$ cat src/rtl/ixc_ptx_call_seq_if.sv
//------------------------------------------------------------------------------
// ixc_ptx_call_seq_if
//
// Bundle of the call-sequencer signals exchanged with the requesting sources
// and with the PTX transaction top. Clock and reset are not part of the bundle.
//
//   hasPTX    PTX target present (low: requests complete at once with error)
//   reqVec    level request per source, held until its own ack
//   ackVec    one-cycle, one-hot completion pulse
//   errVec    error flag per source, valid together with ackVec
//   callEv    one-cycle call pulse towards the PTX top
//   callEvOn  level, high from the callEv cycle until return/timeout sampled
//   callId    index of the granted source, stable while callEvOn
//   xptRtn    return pulse from the PTX top
//   dly       post-return gap length in cycles (0..3)
//   tmoLimit  return timeout in cycles, 0 disables the timeout
//   busy      sequencer not idle
//   strayRtn  sticky flag: a return arrived while no call was in flight
//
// modport slave  : the sequencer itself
// modport master : the environment (sources + PTX top)
//------------------------------------------------------------------------------
interface ixc_ptx_call_seq_if #(
   parameter int unsigned NUM_SRC = 4,
   parameter int unsigned ID_W    = 2,
   parameter int unsigned TMO_W   = 16
);
   logic               hasPTX;
   logic [NUM_SRC-1:0] reqVec;
   logic [NUM_SRC-1:0] ackVec;
   logic [NUM_SRC-1:0] errVec;
   logic               callEv;
   logic               callEvOn;
   logic [ID_W-1:0]    callId;
   logic               xptRtn;
   logic [1:0]         dly;
   logic [TMO_W-1:0]   tmoLimit;
   logic               busy;
   logic               strayRtn;

   modport slave (
      input  hasPTX, reqVec, xptRtn, dly, tmoLimit,
      output ackVec, errVec, callEv, callEvOn, callId, busy, strayRtn
   );

   modport master (
      output hasPTX, reqVec, xptRtn, dly, tmoLimit,
      input  ackVec, errVec, callEv, callEvOn, callId, busy, strayRtn
   );
endinterface

$ cat src/rtl/ixc_ptx_call_seq.sv
//------------------------------------------------------------------------------
// ixc_ptx_call_seq
//
// Call sequencer in front of the PTX transaction top. Up to NUM_SRC sources
// raise level requests; a round-robin arbiter picks one, the sequencer issues
// a single outstanding call (callEv pulse, callEvOn level, callId), waits for
// xptRtn, optionally idles for a programmable gap, then acks the requester.
// A return timeout and a "no PTX present" path complete requests with error
// so a source can never hang.
//
// Ports:
//   uClk   clock
//   uRstN  asynchronous active-low reset
//   bus    ixc_ptx_call_seq_if.slave (request/ack vectors, call handshake,
//          configuration and status; see the interface file)
//
// All outputs come straight from flops. State flow:
//   IDLE -> CALL (1 cycle) -> WAIT -> [GAP for dly cycles] -> IDLE
//------------------------------------------------------------------------------
module ixc_ptx_call_seq #(
   parameter int unsigned NUM_SRC = 4,   // 2..16
   parameter int unsigned ID_W    = 2,   // 2**ID_W >= NUM_SRC
   parameter int unsigned TMO_W   = 16
) (
   input logic               uClk,
   input logic               uRstN,
   ixc_ptx_call_seq_if.slave bus
);

   localparam logic [1:0] S_IDLE = 2'd0;
   localparam logic [1:0] S_CALL = 2'd1;
   localparam logic [1:0] S_WAIT = 2'd2;
   localparam logic [1:0] S_GAP  = 2'd3;

   logic [1:0]         state_q,    state_d;
   logic [ID_W-1:0]    ptr_q,      ptr_d;
   logic [ID_W-1:0]    callId_q,   callId_d;
   logic [TMO_W-1:0]   cnt_q,      cnt_d;
   logic [1:0]         gap_q,      gap_d;
   logic [NUM_SRC-1:0] ackVec_q,   ackVec_d;
   logic [NUM_SRC-1:0] errVec_q,   errVec_d;
   logic               callEv_q,   callEv_d;
   logic               callEvOn_q, callEvOn_d;
   logic               busy_q,     busy_d;
   logic               strayRtn_q, strayRtn_d;

   logic [NUM_SRC-1:0] eligible;
   logic [NUM_SRC-1:0] elig_sh;
   logic [NUM_SRC-1:0] winOh;
   logic [NUM_SRC-1:0] idOh;
   logic [ID_W-1:0]    winner;
   logic               found;
   logic               done;
   logic               doneErr;
   int unsigned        idx;

   //---------------------------------------------------------------------------
   // Round-robin arbiter. A source acked in this very cycle still has its
   // request up (it drops one cycle later), so it is masked here to keep it
   // from being granted a second time.
   //---------------------------------------------------------------------------
   always_comb begin
      eligible = bus.reqVec & ~ackVec_q;
      found    = 1'b0;
      winner   = '0;
      idx      = 0;
      elig_sh  = '0;
      for (int unsigned i = 0; i < NUM_SRC; i++) begin
         // search order ptr, ptr+1, ... wrapping modulo NUM_SRC
         idx = 32'(ptr_q) + i;
         if (idx >= NUM_SRC) begin
            idx = idx - NUM_SRC;
         end
         elig_sh = eligible >> idx;
         if (!found && elig_sh[0]) begin
            found  = 1'b1;
            winner = ID_W'(idx);
         end
      end
      winOh = NUM_SRC'(1'b1) << winner;
      idOh  = NUM_SRC'(1'b1) << callId_q;
   end

   //---------------------------------------------------------------------------
   // Next-state logic. Registered outputs are derived from the next state so
   // that callEv/callEvOn/busy line up with the state they describe.
   //---------------------------------------------------------------------------
   always_comb begin
      state_d    = state_q;
      ptr_d      = ptr_q;
      callId_d   = callId_q;
      cnt_d      = cnt_q;
      gap_d      = gap_q;
      ackVec_d   = '0;
      errVec_d   = '0;
      done       = 1'b0;
      doneErr    = 1'b0;
      strayRtn_d = strayRtn_q |
                   (bus.xptRtn & ((state_q == S_IDLE) || (state_q == S_GAP)));

      case (state_q)
         S_IDLE: begin
            if (found) begin
               ptr_d = (32'(winner) == NUM_SRC - 1) ? '0 : winner + 1'b1;
               if (bus.hasPTX) begin
                  callId_d = winner;
                  state_d  = S_CALL;
               end else begin
                  // no target: complete immediately with error, stay idle
                  ackVec_d = winOh;
                  errVec_d = winOh;
               end
            end
         end

         S_CALL: begin
            cnt_d = '0;
            if (bus.xptRtn) begin
               done = 1'b1;
            end else begin
               state_d = S_WAIT;
            end
         end

         S_WAIT: begin
            cnt_d = (cnt_q == '1) ? cnt_q : cnt_q + 1'b1;
            // a return in the timeout cycle wins and completes without error
            if (bus.xptRtn) begin
               done = 1'b1;
            end else if ((bus.tmoLimit != '0) && (cnt_q == bus.tmoLimit)) begin
               done    = 1'b1;
               doneErr = 1'b1;
            end
         end

         S_GAP: begin
            if (gap_q == 2'd0) begin
               state_d = S_IDLE;
            end else begin
               gap_d = gap_q - 2'd1;
            end
         end

         default: state_d = S_IDLE;
      endcase

      if (done) begin
         ackVec_d = idOh;
         errVec_d = {NUM_SRC{doneErr}} & idOh;
         // gap_q counts the remaining GAP cycles after the current one
         gap_d    = bus.dly - 2'd1;
         state_d  = (bus.dly != 2'd0) ? S_GAP : S_IDLE;
      end

      callEv_d   = (state_d == S_CALL);
      callEvOn_d = (state_d == S_CALL) || (state_d == S_WAIT);
      busy_d     = (state_d != S_IDLE);
   end

   //---------------------------------------------------------------------------
   // State and output registers
   //---------------------------------------------------------------------------
   always_ff @(posedge uClk or negedge uRstN) begin
      if (!uRstN) begin
         state_q    <= S_IDLE;
         ptr_q      <= '0;
         callId_q   <= '0;
         cnt_q      <= '0;
         gap_q      <= '0;
         ackVec_q   <= '0;
         errVec_q   <= '0;
         callEv_q   <= 1'b0;
         callEvOn_q <= 1'b0;
         busy_q     <= 1'b0;
         strayRtn_q <= 1'b0;
      end else begin
         state_q    <= state_d;
         ptr_q      <= ptr_d;
         callId_q   <= callId_d;
         cnt_q      <= cnt_d;
         gap_q      <= gap_d;
         ackVec_q   <= ackVec_d;
         errVec_q   <= errVec_d;
         callEv_q   <= callEv_d;
         callEvOn_q <= callEvOn_d;
         busy_q     <= busy_d;
         strayRtn_q <= strayRtn_d;
      end
   end

   assign bus.ackVec   = ackVec_q;
   assign bus.errVec   = errVec_q;
   assign bus.callEv   = callEv_q;
   assign bus.callEvOn = callEvOn_q;
   assign bus.callId   = callId_q;
   assign bus.busy     = busy_q;
   assign bus.strayRtn = strayRtn_q;

endmodule

$ cat src/flat_wrapper.sv
// flat-port wrapper written by rule: the top's interface ports become plain ports
module ixc_ptx_call_seq_flat 
#(
   parameter int unsigned NUM_SRC = 4,           
   parameter int unsigned ID_W    = 2,                        
   parameter int unsigned TMO_W   = 16
)
  (uClk, uRstN, bus_hasPTX, bus_reqVec, bus_xptRtn, bus_dly, bus_tmoLimit, bus_ackVec, bus_errVec, bus_callEv, bus_callEvOn, bus_callId, bus_busy, bus_strayRtn);
  ixc_ptx_call_seq_if #(.NUM_SRC(NUM_SRC), .ID_W(ID_W), .TMO_W(TMO_W)) bus_i ();
  input logic uClk;
  input logic uRstN;
  input wire logic [$bits(bus_i.hasPTX)-1:0] bus_hasPTX;
  input wire logic [$bits(bus_i.reqVec)-1:0] bus_reqVec;
  input wire logic [$bits(bus_i.xptRtn)-1:0] bus_xptRtn;
  input wire logic [$bits(bus_i.dly)-1:0] bus_dly;
  input wire logic [$bits(bus_i.tmoLimit)-1:0] bus_tmoLimit;
  output wire logic [$bits(bus_i.ackVec)-1:0] bus_ackVec;
  output wire logic [$bits(bus_i.errVec)-1:0] bus_errVec;
  output wire logic [$bits(bus_i.callEv)-1:0] bus_callEv;
  output wire logic [$bits(bus_i.callEvOn)-1:0] bus_callEvOn;
  output wire logic [$bits(bus_i.callId)-1:0] bus_callId;
  output wire logic [$bits(bus_i.busy)-1:0] bus_busy;
  output wire logic [$bits(bus_i.strayRtn)-1:0] bus_strayRtn;
  assign bus_i.hasPTX = bus_hasPTX;
  assign bus_i.reqVec = bus_reqVec;
  assign bus_i.xptRtn = bus_xptRtn;
  assign bus_i.dly = bus_dly;
  assign bus_i.tmoLimit = bus_tmoLimit;
  assign bus_ackVec = bus_i.ackVec;
  assign bus_errVec = bus_i.errVec;
  assign bus_callEv = bus_i.callEv;
  assign bus_callEvOn = bus_i.callEvOn;
  assign bus_callId = bus_i.callId;
  assign bus_busy = bus_i.busy;
  assign bus_strayRtn = bus_i.strayRtn;
  ixc_ptx_call_seq #(.NUM_SRC(NUM_SRC), .ID_W(ID_W), .TMO_W(TMO_W)) u_core (.uClk(uClk), .uRstN(uRstN), .bus(bus_i));
endmodule
$ cat config.mk
export PLATFORM = sky130hd
export DESIGN_NAME = ixc_ptx_call_seq_flat
export DESIGN_NICKNAME = d
export VERILOG_FILES = /design/src/rtl/ixc_ptx_call_seq_if.sv /design/src/rtl/ixc_ptx_call_seq.sv /design/src/flat_wrapper.sv
export SDC_FILE = /design/constraint.sdc
export NUM_CORES = 1
export LEC_CHECK = 0
export BUFFER_PORTS_ARGS = -buffer_cell sky130_fd_sc_hd__buf_2
export CORE_MARGIN = 8
export CORE_UTILIZATION = 63
export CTS_BUF_LIST = sky130_fd_sc_hd__clkbuf_4 sky130_fd_sc_hd__clkbuf_8
export DETAILED_ROUTE_END_ITERATION = 7
export PLACE_DENSITY = 0.87
export SETUP_SLACK_MARGIN = 0.4
export SLEW_MARGIN = 10
export SYNTH_ARGS = -nofsm -noshare
export SYNTH_HDL_FRONTEND = slang
export SYNTH_SLANG_ARGS = --single-unit
$ cat constraint.sdc
create_clock -name uClk -period 8.2 [get_ports uClk]
set_input_delay 1.64 -clock uClk [delete_from_list [all_inputs] [get_ports uClk]]
set_output_delay 1.64 -clock uClk [all_outputs]
set_load 0.05 [all_outputs]
==> results.sh <==
export IMPL_worst_endpoint_arrival_ns=4.16
export IMPL_clk_pin_slew_worst_paths_ns=0.07
export IMPL_tritoncts="done"
export IMPL_outcome="completed"
export IMPL_ioPinCount=40
export IMPL_root_buffer="clkbuf_8"
export IMPL_drt_iter0_markers=240
export IMPL_grt_start_max_net_pins=37
export IMPL_drv_cap=0
export IMPL_fmax_ghz=0.252
export IMPL_vias_per_cell=6.02
export IMPL_hpwl_mm=4.32
export IMPL_use_met3_pct=4.63
export IMPL_ys_flop_type="dfrtp_1"
export IMPL_grt_pass1_vias=2179
export IMPL_utilization_pct=71.4
export IMPL_layout_drive_gt1_share_pct=20.8
export IMPL_layout_min_cycle_time_ns=3.97
export IMPL_clock_sinks=36
export IMPL_floorplan_rows=23
export IMPL_place_gp_congestion=0.933
export IMPL_hold_viol=0
export IMPL_syn_num_nets=308
export IMPL_portBuffers=39
export IMPL_postCtsHoldBufs=0
export IMPL_hp_class="flop to flop"
export IMPL_syn_avg_cell_area_um2=9.34
export IMPL_slew_headroom_pct=23.3
export IMPL_dpl_cell_area_um2=2700
export IMPL_grt_pass1_wl_mm=9.72
export IMPL_slowest_stage="o41ai_2"
export IMPL_p_leak_uw=0.00130
export IMPL_tightest_slew_ns=1.14
export IMPL_vias=2155
export IMPL_busiest_layer="met2"
export IMPL_crit_buf_inv=2
export IMPL_use_met2_pct=32.4
export IMPL_die_area_um2=6260
export IMPL_h_tree_depth=2
export IMPL_clockBufferDepth=2
export IMPL_required_ns=8.39
export IMPL_async_flop_share_pct=100
export IMPL_finalSetupViolations=0
export IMPL_syn_inst=269
export IMPL_wl_mm=5.69
export IMPL_crit_fanout=14
export IMPL_ys_warn_count=0
export IMPL_worst_skew_pair_late_latency_ns=0.29
export IMPL_die_h_um=79.2
export IMPL_nets=346
export IMPL_dpl_cell_count=350
export IMPL_period_share_pct=48.5
export IMPL_critical_path_startpoint_type="primary input"
export IMPL_grt_overflow=0
export IMPL_cp_end_kind="flop"
export IMPL_grt_util_met1_pct=23.0
export IMPL_initial_core_util_pct=64.2
export IMPL_ys_seq_area_share_pct=35.9
export IMPL_cts_inserted_buffers=5
export IMPL_postCtsSetupBuffers=0
export IMPL_die_w_um=79.2
export IMPL_powerDensity_nw_per_um2=362
export IMPL_instances_no_fill=358
export IMPL_antennaDiodeCount=0
export IMPL_finalClockSkew_ns=0.00387
export IMPL_ant_nets=0
export IMPL_synth_edff_count=0
export IMPL_netlist_area_um2=2510
export IMPL_drc=0
export IMPL_crit_chain="buf_2 > xor2_1 > nor4_1 > nand3_1 > o41ai_2 > nand2_1 > o21a_1 > ha_1 > inv_1"
export IMPL_grt_setup_unrepaired="false"
export IMPL_core_um2=3910
export IMPL_syn2layout_area_growth_pct=11.3
export IMPL_power_uw=1010
export IMPL_track_usage_pct=19.0
export IMPL_synth_distinct_cells=56
export IMPL_final_setup_tns_ns=0
export IMPL_fillers=311
export IMPL_critPathKind="primary input to flop"
export IMPL_ys_ff_latch=36
export IMPL_critical_path_max_stage_delay_ns=0.92
export IMPL_design_area_um2=2800
export IMPL_crit_family="compound AO/OA/AOI/OAI gates"
export IMPL_post_drt_wl_per_cell_um=15.9
export IMPL_slew_viol_final=0
export IMPL_grt_antenna_before_repair=0
export IMPL_ir_drop_v=0.000142
export IMPL_cts_resized_gates=0
export IMPL_dr_pass1_iters=5
==> through the flow <==
step / setup WS (ns) / hold WS [ns]
after floorplan: 4.64 / 0.488
after global placement: 4.13 / 0.434
after detailed placement: 4.04 / 0.439
after CTS: 4.30 / 0.455
after global routing: 4.03 / 0.490
final: 4.23 / 0.455
==> worst paths after layout <==
path / startpoint / endpoint / slack [ns] / cells past startpoint
setup / recovery: bus_tmoLimit[15] / u_core.bus.callEvOn / 4.23 / 9
hold / removal: u_core.bus.strayRtn / u_core.bus.strayRtn / 0.45 / 1
setup reg to reg: u_core.ptr_q[0] / u_core.bus.callEvOn / 5.14 / 9
hold reg to reg: u_core.bus.strayRtn / u_core.bus.strayRtn / 0.45 / 1
max in group asynchronous: uRstN / u_core.bus.errVec[2] / 6.29 / 1
min in group asynchronous: uRstN / u_core.cnt_q[9] / 1.42 / 1
==> per-layer routing <==
| metal | part of all wire, % | vias to the layer above |
|---|---|---|
| met5 | 0 | - |
| met4 | 1.5 | 0 |
| met3 | 6.3 | 15 |
| met2 | 50 | 77 |
| met1 | 42 | 1023 |
| li1 | - | 1040 |
==> cells in the mapped netlist (all sizes together), types with 4 or more instances <==
cell type / number / area (um^2)
o22ai: 4 / 25.0
nand4: 4 / 25.0
nor3: 5 / 30.0
nor4: 10 / 62.6
clkbuf: 4 / 15.0
o21a: 4 / 30.0
mux2i: 5 / 50.1
nand3: 14 / 70.1
nand2: 23 / 86.3
dfrtp: 36 / 901
o21ai: 22 / 121
inv: 14 / 52.6
nand2b: 8 / 65.1
ha: 13 / 163
o211ai: 6 / 58.8
xor2: 19 / 166
a21oi: 9 / 48.8
nor2: 22 / 85.1
==> sequential cells by signal, indices dropped and copies added, names as in the netlist <==
name,flops
u_core.bus.ackVec,4
u_core.bus.busy,1
u_core.bus.callEv,1
u_core.bus.callEvOn,1
u_core.bus.callId,2
u_core.bus.errVec,4
u_core.bus.strayRtn,1
u_core.cnt_q,16
u_core.gap_q,2
u_core.ptr_q,2
u_core.state_q,2
==> cells in the final DEF (no fill, tap or decap), types with 3 or more instances in the layout <==
cell / instances
nor3_1: 4
o22ai_1: 4
and4_1: 3
nor4_1: 10
and2_1: 3
mux2i_1: 5
xor2_1: 19
xnor2_1: 3
a21oi_1: 8
o31ai_1: 3
nand2_1: 23
nand2b_1: 6
nor2_1: 21
o21ai_0: 14
clkbuf_8: 6
o21ai_1: 7
a31oi_1: 3
o21a_1: 4
buf_2: 39
nor2b_1: 3
dfrtp_1: 36
nand4_1: 4
ha_1: 13
inv_1: 13
nand3_1: 14
mux4_2: 3
o211ai_1: 5
==> area by class of cell <==
type                    instances  area [um^2]  share of cell area [%]
clock buffers                   6         82.6                    2.95
repair buffers                 39          195                    6.98
inverters                      14         52.6                    1.88
multi-input cells             211         1490                    53.4
flip-flops and latches         36          901                    32.2
well taps                      50         62.6                    2.24
clock inverters                 2         10.0                   0.358
==> kinds of logic after synthesis <==
kind of cell | after synthesis | share of synthesized area [%]
XOR/XNOR | 22 | 7.67
AND/OR/NAND/NOR | 106 | 23.3
adder cells (fa/ha/maj) | 13 | 6.47
AO/OA/AOI/OAI | 60 | 16.2
flip-flops | 36 | 35.9
buffers and inverters | 22 | 4.78
multiplexers | 10 | 5.73
==> power by group <==
| part | switching [uW] | total [uW] | internal, uW |
|---|---|---|---|
| clock network | 61.8 | 129 | 67.0 |
| logic | 384 | 604 | 220 |
| registers | 52.6 | 279 | 226 |
| total | 498 | 1010 | 513 |
(Power assumes the default switching activity.)
